$ cat src/rtl/mux8way16_arbiter.sv
// Round-robin arbiter steering one of eight requester words onto a single
// valid/ready output bus; the most recent winner drops to lowest priority.
module mux8way16_arbiter #(
  parameter int WIDTH = 16
) (
  input  logic             clock,
  input  logic             reset,
  input  logic [7:0]       req,
  input  logic [WIDTH-1:0] d0,
  input  logic [WIDTH-1:0] d1,
  input  logic [WIDTH-1:0] d2,
  input  logic [WIDTH-1:0] d3,
  input  logic [WIDTH-1:0] d4,
  input  logic [WIDTH-1:0] d5,
  input  logic [WIDTH-1:0] d6,
  input  logic [WIDTH-1:0] d7,
  input  logic             ready,
  output logic [WIDTH-1:0] out,
  output logic             valid,
  output logic [2:0]       sel,
  output logic [7:0]       grant,
  output logic [7:0]       ack
);

  localparam logic [0:0] IDLE  = 1'b0;
  localparam logic [0:0] GRANT = 1'b1;

  logic [0:0] state_reg, state_next;
  logic [2:0] ptr_reg, ptr_next;
  logic [2:0] sel_reg, sel_next;
  logic [7:0] grant_reg, grant_next;

  logic [WIDTH-1:0] data [8];
  logic             found;
  logic [2:0]       winner;
  logic [2:0]       idx;

  assign data[0] = d0;
  assign data[1] = d1;
  assign data[2] = d2;
  assign data[3] = d3;
  assign data[4] = d4;
  assign data[5] = d5;
  assign data[6] = d6;
  assign data[7] = d7;

  // Scan from the farthest offset down so the nearest request to ptr wins.
  always_comb begin
    found  = 1'b0;
    winner = ptr_reg;
    idx    = ptr_reg;
    for (int k = 7; k >= 0; k--) begin
      idx = ptr_reg + 3'(k);
      if (req[idx]) begin
        found  = 1'b1;
        winner = idx;
      end
    end
  end

  always_comb begin
    state_next = state_reg;
    ptr_next   = ptr_reg;
    sel_next   = sel_reg;
    grant_next = grant_reg;
    case (state_reg)
      IDLE: begin
        if (found) begin
          sel_next   = winner;
          grant_next = 8'b1 << winner;
          state_next = GRANT;
        end
      end
      default: begin
        if (ready) begin
          ptr_next   = sel_reg + 3'd1;
          grant_next = 8'b0;
          state_next = IDLE;
        end
      end
    endcase
  end

  always_ff @(posedge clock) begin
    if (reset) begin
      state_reg <= IDLE;
      ptr_reg   <= 3'd0;
      sel_reg   <= 3'd0;
      grant_reg <= 8'b0;
    end else begin
      state_reg <= state_next;
      ptr_reg   <= ptr_next;
      sel_reg   <= sel_next;
      grant_reg <= grant_next;
    end
  end

  assign valid = (state_reg == GRANT);
  assign sel   = sel_reg;
  assign grant = grant_reg;
  assign ack   = grant_reg & {8{ready}};
  assign out   = data[sel_reg];

endmodule

$ cat config.mk
export PLATFORM = sky130hd
export DESIGN_NAME = mux8way16_arbiter
export DESIGN_NICKNAME = d
export VERILOG_FILES = /design/src/rtl/mux8way16_arbiter.sv
export SDC_FILE = /design/constraint.sdc
export NUM_CORES = 1
export LEC_CHECK = 0
export BUFFER_PORTS_ARGS = -buffer_cell sky130_fd_sc_hd__buf_2
export CAP_MARGIN = 10
export CORE_MARGIN = 2
export CORE_UTILIZATION = 46
export DETAILED_ROUTE_END_ITERATION = 16
export GPL_ROUTABILITY_DRIVEN = 0
export PLACE_DENSITY = 0.89
export SLEW_MARGIN = 20
export SYNTH_ARGS = -nofsm -noshare
export SYNTH_HDL_FRONTEND = slang
export SYNTH_SLANG_ARGS = --single-unit
export TNS_END_PERCENT = 1
$ cat constraint.sdc
create_clock -name clock -period 8.4 [get_ports clock]
set_input_delay 0.42 -clock clock [delete_from_list [all_inputs] [get_ports clock]]
set_output_delay 0.42 -clock clock [all_outputs]
set_load 0.01 [all_outputs]
; After elaboration in Yosys (flattened, before gate mapping)
; Index checks and enable logic that the tools add are counted.
[classes]
add_sub_neg = 8
multipliers = 0
div_mod_pow = 0
magnitude_cmp = 9
n_eq_ne = 1
n_shift = 1
muxes = 41
bitwise_logic = 3
reduce_logical = 4
[op_table]
columns = op, count
row1 = binary-select mux 16 bit (select 3 bit), 1
row2 = < comparator 3 x 4 -> 1 bit (second input constant), 8
row3 = 2-to-1 mux 16 bit, 2
row4 = binary-select mux 1 bit (select 3 bit), 8
row5 = 2-to-1 mux 3 bit, 8
row6 = 2-to-1 mux 8 bit, 3
row7 = 2-to-1 mux 1 bit, 19
row8 = adder 3 bit (second input constant), 4
row9 = AND 8 bit, 1
row10 = left shift 1 x 3 -> 8 bit (first input constant), 1
row11 = adder 3 x 1 -> 3 bit (second input constant), 2
row12 = adder 3 x 2 -> 3 bit (second input constant), 2
row13 = AND reduction 2 bit, 3
row14 = >= comparator 4 bit (second input constant), 1
row15 = NOT 3 -> 4 bit, 1
row16 = inequality test 2 bit (second input constant), 1
row17 = nonzero test 2 bit, 1
row18 = NOT 1 bit, 1
[word_totals]
regBits = 15
latch_bits = 0
mem_bits_rw = 0
mem_bits_ro = 0
inputBits = 139
out_inout_bits = 36
word_cells = 71
n_memories = 0

; Depth between registers and ports, before layout
; Gate-level depths: netlist (run 1).
[depth]
ltp_word = 14
ltp_mapped = 12
depth_no_buf = 9

; Worst setup path before layout (run 1)
; OpenSTA, ideal clock, no wires.
[synth_timing]
path_type = flip-flop to flip-flop
from = register ptr_reg[1]
to = register grant_reg[0], in the netlist grant[0]
setup_ns = 0.117
t_arrival_ns = 3.097
required_ns = 8.283
slack_ns = 5.186
path_stages_with_launch = 13
n_path_buf = 3
synth_period_minus_slack_ns = 3.214
cell_sequence = dfxtp_1 -> buf_6 -> buf_2 -> inv_1 -> ha_1 -> buf_1 -> mux2_2 -> mux4_2 -> and2_1 -> o21ba_2 -> o21ai_0 -> a21oi_1 -> a32o_1
[synth_via]
elab_chain_len = 14
word_cells_on_any_way = 44
cone_classes = add/sub: 7 / shift: 1 / mux: 34 / reduce/logical: 2
[synth_lines]
columns = element, line_no
row1 = "start, declared", 29  ; logic [2:0] ptr_reg, ptr_next;
row2 = "start signal, assigned", 92  ; ptr_reg <= ptr_next;
row3 = adder 3 bit, 53  ; idx = ptr_reg + 3'(k);
row4 = binary-select mux 1 bit (select 3 bit), 54  ; if (req[idx]) begin
row5 = 2-to-1 mux 1 bit (not written as such), 54
row6 = 2-to-1 mux 3 bit (8 in series), 54
row7 = left shift 1 x 3 -> 8 bit, 70  ; grant_next = 8'b1 << winner;
row8 = 2-to-1 mux 8 bit, 68  ; if (found) begin
row9 = 2-to-1 mux 8 bit, 66  ; case (state_reg)
row10 = "end signal, assigned", 94  ; grant_reg <= grant_next;
row11 = "end, declared", 31  ; logic [7:0] grant_reg, grant_next;
; Parallel ways exist; a longest one is shown, timed or not. The select of a mux whose other input is x is not followed.
; A chain may end at the register's enable or synchronous reset.

; Worst setup path in the final report (run 1)
[layout_timing]
from = register ptr_reg[0]
to = register grant_reg[0], in the netlist grant[0]
; Same word-level chain as after synthesis.

==> impl_metrics.env, run 1 <==
export IMPL_drt_pre_antenna_iters=4
export IMPL_htreeDepth=1
export IMPL_drc=0
export IMPL_synth_nets=366
export IMPL_cp_max_fo=22
export IMPL_worst_ep_required_time_ps=8540
export IMPL_portBuffers=174
export IMPL_layout_commonest_cell="buf_2"
export IMPL_initial_core_util=0.4800
export IMPL_cts_made_buffers=3
export IMPL_timing_slew_headroom=0.4425
export IMPL_irDropWorstVdd_v=0.00006679
export IMPL_cts_sinks=15
export IMPL_p_leak_nw=1.508
export IMPL_io_pins=175
export IMPL_vias_per_cell=5.861
export IMPL_finalClockSkew_ps=2.323
export IMPL_avgSynthCellArea_um2=11.02
export IMPL_cts_max_path_buffers=2
export IMPL_cts_tree="done"
export IMPL_tightest_slew_ps=835.1
export IMPL_finalSetupViolations=0
export IMPL_cts_hold_buf=0
export IMPL_vias=2661
export IMPL_setup_tns_ps=0
export IMPL_coreArea_um2=5140
export IMPL_ys_seq_area_frac=0.1217
export IMPL_routedWlPerCell_um=18.40
export IMPL_drtIter0Drc=234
export IMPL_root_buffer="clkbuf_8"
export IMPL_cpLargestDelayFamily="compound AO/OA/AOI/OAI gates"
export IMPL_largest_reg_flops=8
export IMPL_track_usage=0.2729
export IMPL_hold_viol_final=0
export IMPL_worstSetupPathType="reg -> reg"
export IMPL_die_width_um=77.24
export IMPL_crit_path_top_delay_cell="dfxtp_1"
export IMPL_path_buf_inv=1
export IMPL_area_delta_synth_final_pct=37.47
export IMPL_antenna_found_initial=1
export IMPL_placedCellCount=450
export IMPL_end_kind="register"
export IMPL_yosys_warnings=0
export IMPL_num_rows=26
export IMPL_final_antenna_net_count=0
export IMPL_synth_cell_type_count=53
export IMPL_cpPeakStageDelay_ps=850
export IMPL_async_flop_share=0
export IMPL_nets=527
export IMPL_maxSlewViolCount=0
export IMPL_synth_edf_count=0
export IMPL_clock_latency_ps=240
export IMPL_cp_start_kind="register"
export IMPL_synth_seq_cells=15
export IMPL_synthCells=224
export IMPL_p_per_area_nw_per_um2=130.5
export IMPL_cts_setup_buffers=0
export IMPL_drive_gt1_frac=0.6615
export IMPL_die_area_um2=5966
export IMPL_grt_pass1_vias=2604
export IMPL_critical_path_cell_chain="inv_1, ha_1, mux2_2, mux4_2, and2_1, o21ba_2, o21ai_0, a21oi_1, a32o_1"
export IMPL_synth_flop_cell="dfxtp_1"
export IMPL_path_clk_slew_ps=60
export IMPL_arrival_ps=3790
export IMPL_grt_overflow=0
export IMPL_max_freq_ghz=0.2734
export IMPL_rsz0062_at_grt="false"
export IMPL_drt_wl_total_mm=8.355
export IMPL_grt_pass1_wl_mm=12.98
export IMPL_ctsResizeCount=0
export IMPL_mostFrequentLayoutCells="174 x buf_2, 42 x mux4_2, 23 x mux2_2"
export IMPL_insertedDiodeCount=0
export IMPL_period_share=0.4355
export IMPL_min_period_ps=3658
export IMPL_dpl_hpwl_mm=7.087
export IMPL_die_y_um=77.24
export IMPL_max_cap_viol_count=0
export IMPL_status="finished, final reports clean"
export IMPL_synth_cell_area_um2=2467
export IMPL_stdcell_count=454
export IMPL_holdCritPathClass="in -> reg"
export IMPL_grt_max_degree=24
## metrics by stage
step	utilization	power (W)	area (um^2)	worst slack, ps	hold slack (ps)
after global routing	0.6599	0.0004707	3392	4482	499.4
after CTS	0.6599	0.0004440	3392	4732	492.5
after detailed placement	0.6512	0.0003854	3347	4744	480.7
final	0.6599	0.0004427	3392	4742	495.3
after floorplan	-	0.0002934	2467	5186	523.0
after global placement	0.6512	0.0003780	3347	4848	467.7
## routing by layer
metal  GRT usage  vias up  share of wire
li1            -     1236              -
met1      0.3535     1260           0.38
met2      0.4817      149           0.52
met3     0.04588       14          0.078
met4     0.05179        2          0.017
met5           0        -         0.0016
## layout make-up
| class | count | area (um^2) |
|---|---|---|
| clock buffer | 4 | 45.04 |
| timing repair buffer | 176 | 885.9 |
| multi-input combinational | 182 | 2046 |
| sequential | 15 | 301.5 |
| fill | 432 | 1748 |
| tap | 70 | 87.58 |
| inverter | 7 | 26.28 |
## final timing paths
check	from	endpoint	slack, ps	cells after the start
setup / recovery	ptr_reg[0]	grant[0]	4740	9
hold / removal	reset	ptr_reg[1]	500	2
setup reg to reg	ptr_reg[0]	grant[0]	4740	9
hold reg to reg	grant[3]	grant[3]	500	1
## kinds of logic (layout without fill, tap and decap cells)
family | after synthesis | after routing | share of synthesized area
fa+ha+maj | 3 | 3 | 0.01521
simple gates | 57 | 57 | 0.1298
buf+inv | 27 | 187 | 0.04918
xor+xnor | 4 | 4 | 0.01420
flops | 15 | 15 | 0.1217
mux | 75 | 75 | 0.5360
compound gates | 43 | 43 | 0.1339
## cells in the mapped netlist, drive strengths merged (5+ instances only)
cell | instances | area share
and2 | 11 | 0.028
nand2 | 10 | 0.015
a32o | 8 | 0.032
buf | 10 | 0.023
clkbuf | 10 | 0.016
inv | 7 | 0.011
mux4 | 42 | 0.38
mux2i | 9 | 0.042
dfxtp | 15 | 0.12
o21ai | 8 | 0.016
nor2 | 10 | 0.016
mux2 | 24 | 0.11
a21oi | 5 | 0.010
## report_power, final
part	switching (W)	leakage [nW]	internal (W)	total (W)
Sequential	0.0000217	0.123	0.0000781	0.0000998
Combinational	0.000127	1.36	0.000159	0.000286
Clock	0.0000237	0.0228	0.0000335	0.0000572
Total	0.000172	1.51	0.000271	0.000443
Power figures use the tool's default switching activity.
==> run 2, diff against run 1 <==
CORE_UTILIZATION = 38   (was 46)
PLACE_DENSITY = 0.78   (was 0.89)
clock period = 2.97 ns   (was 8.4 ns; I/O delays follow)
==> run 2 against run 1 <==
Net effect:
- core utilization is 10 points lower
- register-to-register slack worse by 4600 ps
- combinational power increased to 3.0 times the previous value
- first-iteration DRC count up 14%
- global-route usage shrank 3.3 points
- flip-flop and latch count did not move
- clock power rose to 2.9 times the previous value
- wire length rose by 6.7%
- worst hold slack worse by 270 ps
- largest power group unchanged
==> impl_metrics.env, run 2 (synthesis results as in run 1) <==
export IMPL_hold_slack_ps=223.6
export IMPL_vias=2693
export IMPL_grt_max_degree=24
export IMPL_max_cap_viol_count=0
export IMPL_maxSlewViolCount=0
export IMPL_max_freq_ghz=0.3584
export IMPL_portBuffers=174
export IMPL_htreeDepth=1
export IMPL_arrival_ps=2980
export IMPL_min_period_ps=2790
export IMPL_vias_per_cell=5.693
export IMPL_p_total_w=0.001296
export IMPL_p_leak_nw=1.561
export IMPL_end_kind="register"
export IMPL_drc=0
export IMPL_rsz0062_at_grt="false"
export IMPL_io_pins=175
export IMPL_holdCritPathClass="in -> reg"
export IMPL_status="finished, final reports clean"
export IMPL_dpl_hpwl_mm=7.508
export IMPL_cts_sinks=15
export IMPL_mostFrequentLayoutCells="174 x buf_2, 42 x mux4_2, 23 x mux2_2"
export IMPL_irDropWorstVdd_v=0.0002131
export IMPL_final_antenna_net_count=0
export IMPL_cts_max_path_buffers=2
export IMPL_worstRegToRegCells=8
export IMPL_drtIter0Drc=267
export IMPL_cts_made_buffers=3
export IMPL_grt_pass1_vias=2744
export IMPL_num_rows=29
export IMPL_drt_pre_antenna_iters=4
export IMPL_worstSetupPathType="reg -> reg"
export IMPL_multi_input_area_um2=2059
export IMPL_hold_viol_final=0
export IMPL_tightest_slew_ps=880.2
export IMPL_nets=537
export IMPL_die_width_um=84.58
export IMPL_cts_hold_buf=0
export IMPL_cts_tree="done"
export IMPL_routedWlPerCell_um=18.85
export IMPL_largest_reg_flops=8
export IMPL_timing_slew_headroom=0.4124
export IMPL_clock_latency_ps=250
export IMPL_worst_ep_required_time_ps=3160
export IMPL_critical_path_cell_chain="inv_1, ha_2, mux2_2, mux4_2, a31o_1, a211oi_2, nor3b_4, a32o_1"
export IMPL_grt_pass1_wl_mm=13.54
export IMPL_drt_wl_total_mm=8.915
export IMPL_cpPeakStageDelay_ps=500
export IMPL_track_usage=0.2399
export IMPL_stdcell_count=473
export IMPL_cp_start_kind="register"
export IMPL_layout_commonest_cell="buf_2"
export IMPL_ff_latch_area_um2=301.5
export IMPL_cp_max_fo=9
export IMPL_finalSetupViolations=0
export IMPL_hold_path_cell_count=2
export IMPL_area_delta_synth_final_pct=42.19
export IMPL_fillers=569
export IMPL_path_clk_slew_ps=60
export IMPL_final_util=0.5557
export IMPL_setup_tns_ps=0
export IMPL_p_per_area_nw_per_um2=369.4
export IMPL_grt_overflow=0
export IMPL_cp_depth=8
export IMPL_antenna_found_initial=2
export IMPL_initial_core_util=0.3908
export IMPL_placedCellCount=467
export IMPL_root_buffer="clkbuf_8"
export IMPL_drive_gt1_frac=0.6827
export IMPL_die_y_um=84.58
export IMPL_path_buf_inv=1
export IMPL_crit_path_top_delay_cell="mux4_2"
export IMPL_die_area_um2=7154
export IMPL_cpLargestDelayFamily="multiplexers"
export IMPL_period_share=0.9395
export IMPL_finalClockSkew_ps=1.964
export IMPL_coreArea_um2=6314
## run 2: per-stage QoR
step | instance area (um^2) | worst slack, ps
after floorplan | 2477 | 27.76
after global placement | 3447 | 228.3
after detailed placement | 3447 | 95.79
after CTS | 3493 | 78.48
after global routing | 3506 | 21.06
final | 3508 | 179.7
## run 2: worst reg2reg max path, delay by kind of cell (launching register included)
kind / cells / cell delay [ps]
multiplexers: 2 / 860
AO/OA/AOI/OAI: 3 / 760
adder cells (fa/ha/maj): 1 / 410
flip-flops: 1 / 330
AND/OR/NAND/NOR: 1 / 300
buffers and inverters: 1 / 70
## run 2: final timing paths
path,from,end,slack (ps)
worst max-delay path,ptr_reg[0],grant[6],180
worst min-delay path,reset,ptr_reg[1],220
worst max register to register,ptr_reg[0],grant[6],180
worst min register to register,grant[3],grant[3],490
## run 2: cell type report
class	instances	share of cell area
Inverter	7	0.007489
Multi-Input combinational cell	182	0.5870
Clock inverter	1	0.001427
Antenna cell	2	0.001427
Timing Repair Buffer	186	0.2775
Clock buffer	3	0.01177
Sequential cell	15	0.08595
Tap cell	77	0.02746
## run 2: repair_timing
item,4_1_cts,5_1_grt
hold endpoints to repair,0,0
resized for setup,0,3
setup buffers,0,0
endpoints found under the setup margin,0,7
## run 2: where the power goes
part	switching (W)	internal [W]	leakage [nW]	total [W]
Clock	0.0000707	0.0000929	0.0255	0.000164
Combinational	0.000394	0.000477	1.41	0.000871
Sequential	0.0000405	0.000221	0.123	0.000261
Total	0.000505	0.000791	1.56	0.00130
## run 2: layer usage
| metal | vias up | part of all wire | track usage |
|---|---|---|---|
| met5 | - | 0 | 0 |
| met4 | 0 | 0.0071 | 0.04040 |
| met3 | 4 | 0.078 | 0.05015 |
| met2 | 127 | 0.53 | 0.4374 |
| met1 | 1306 | 0.39 | 0.2955 |
| li1 | 1256 | - | - |
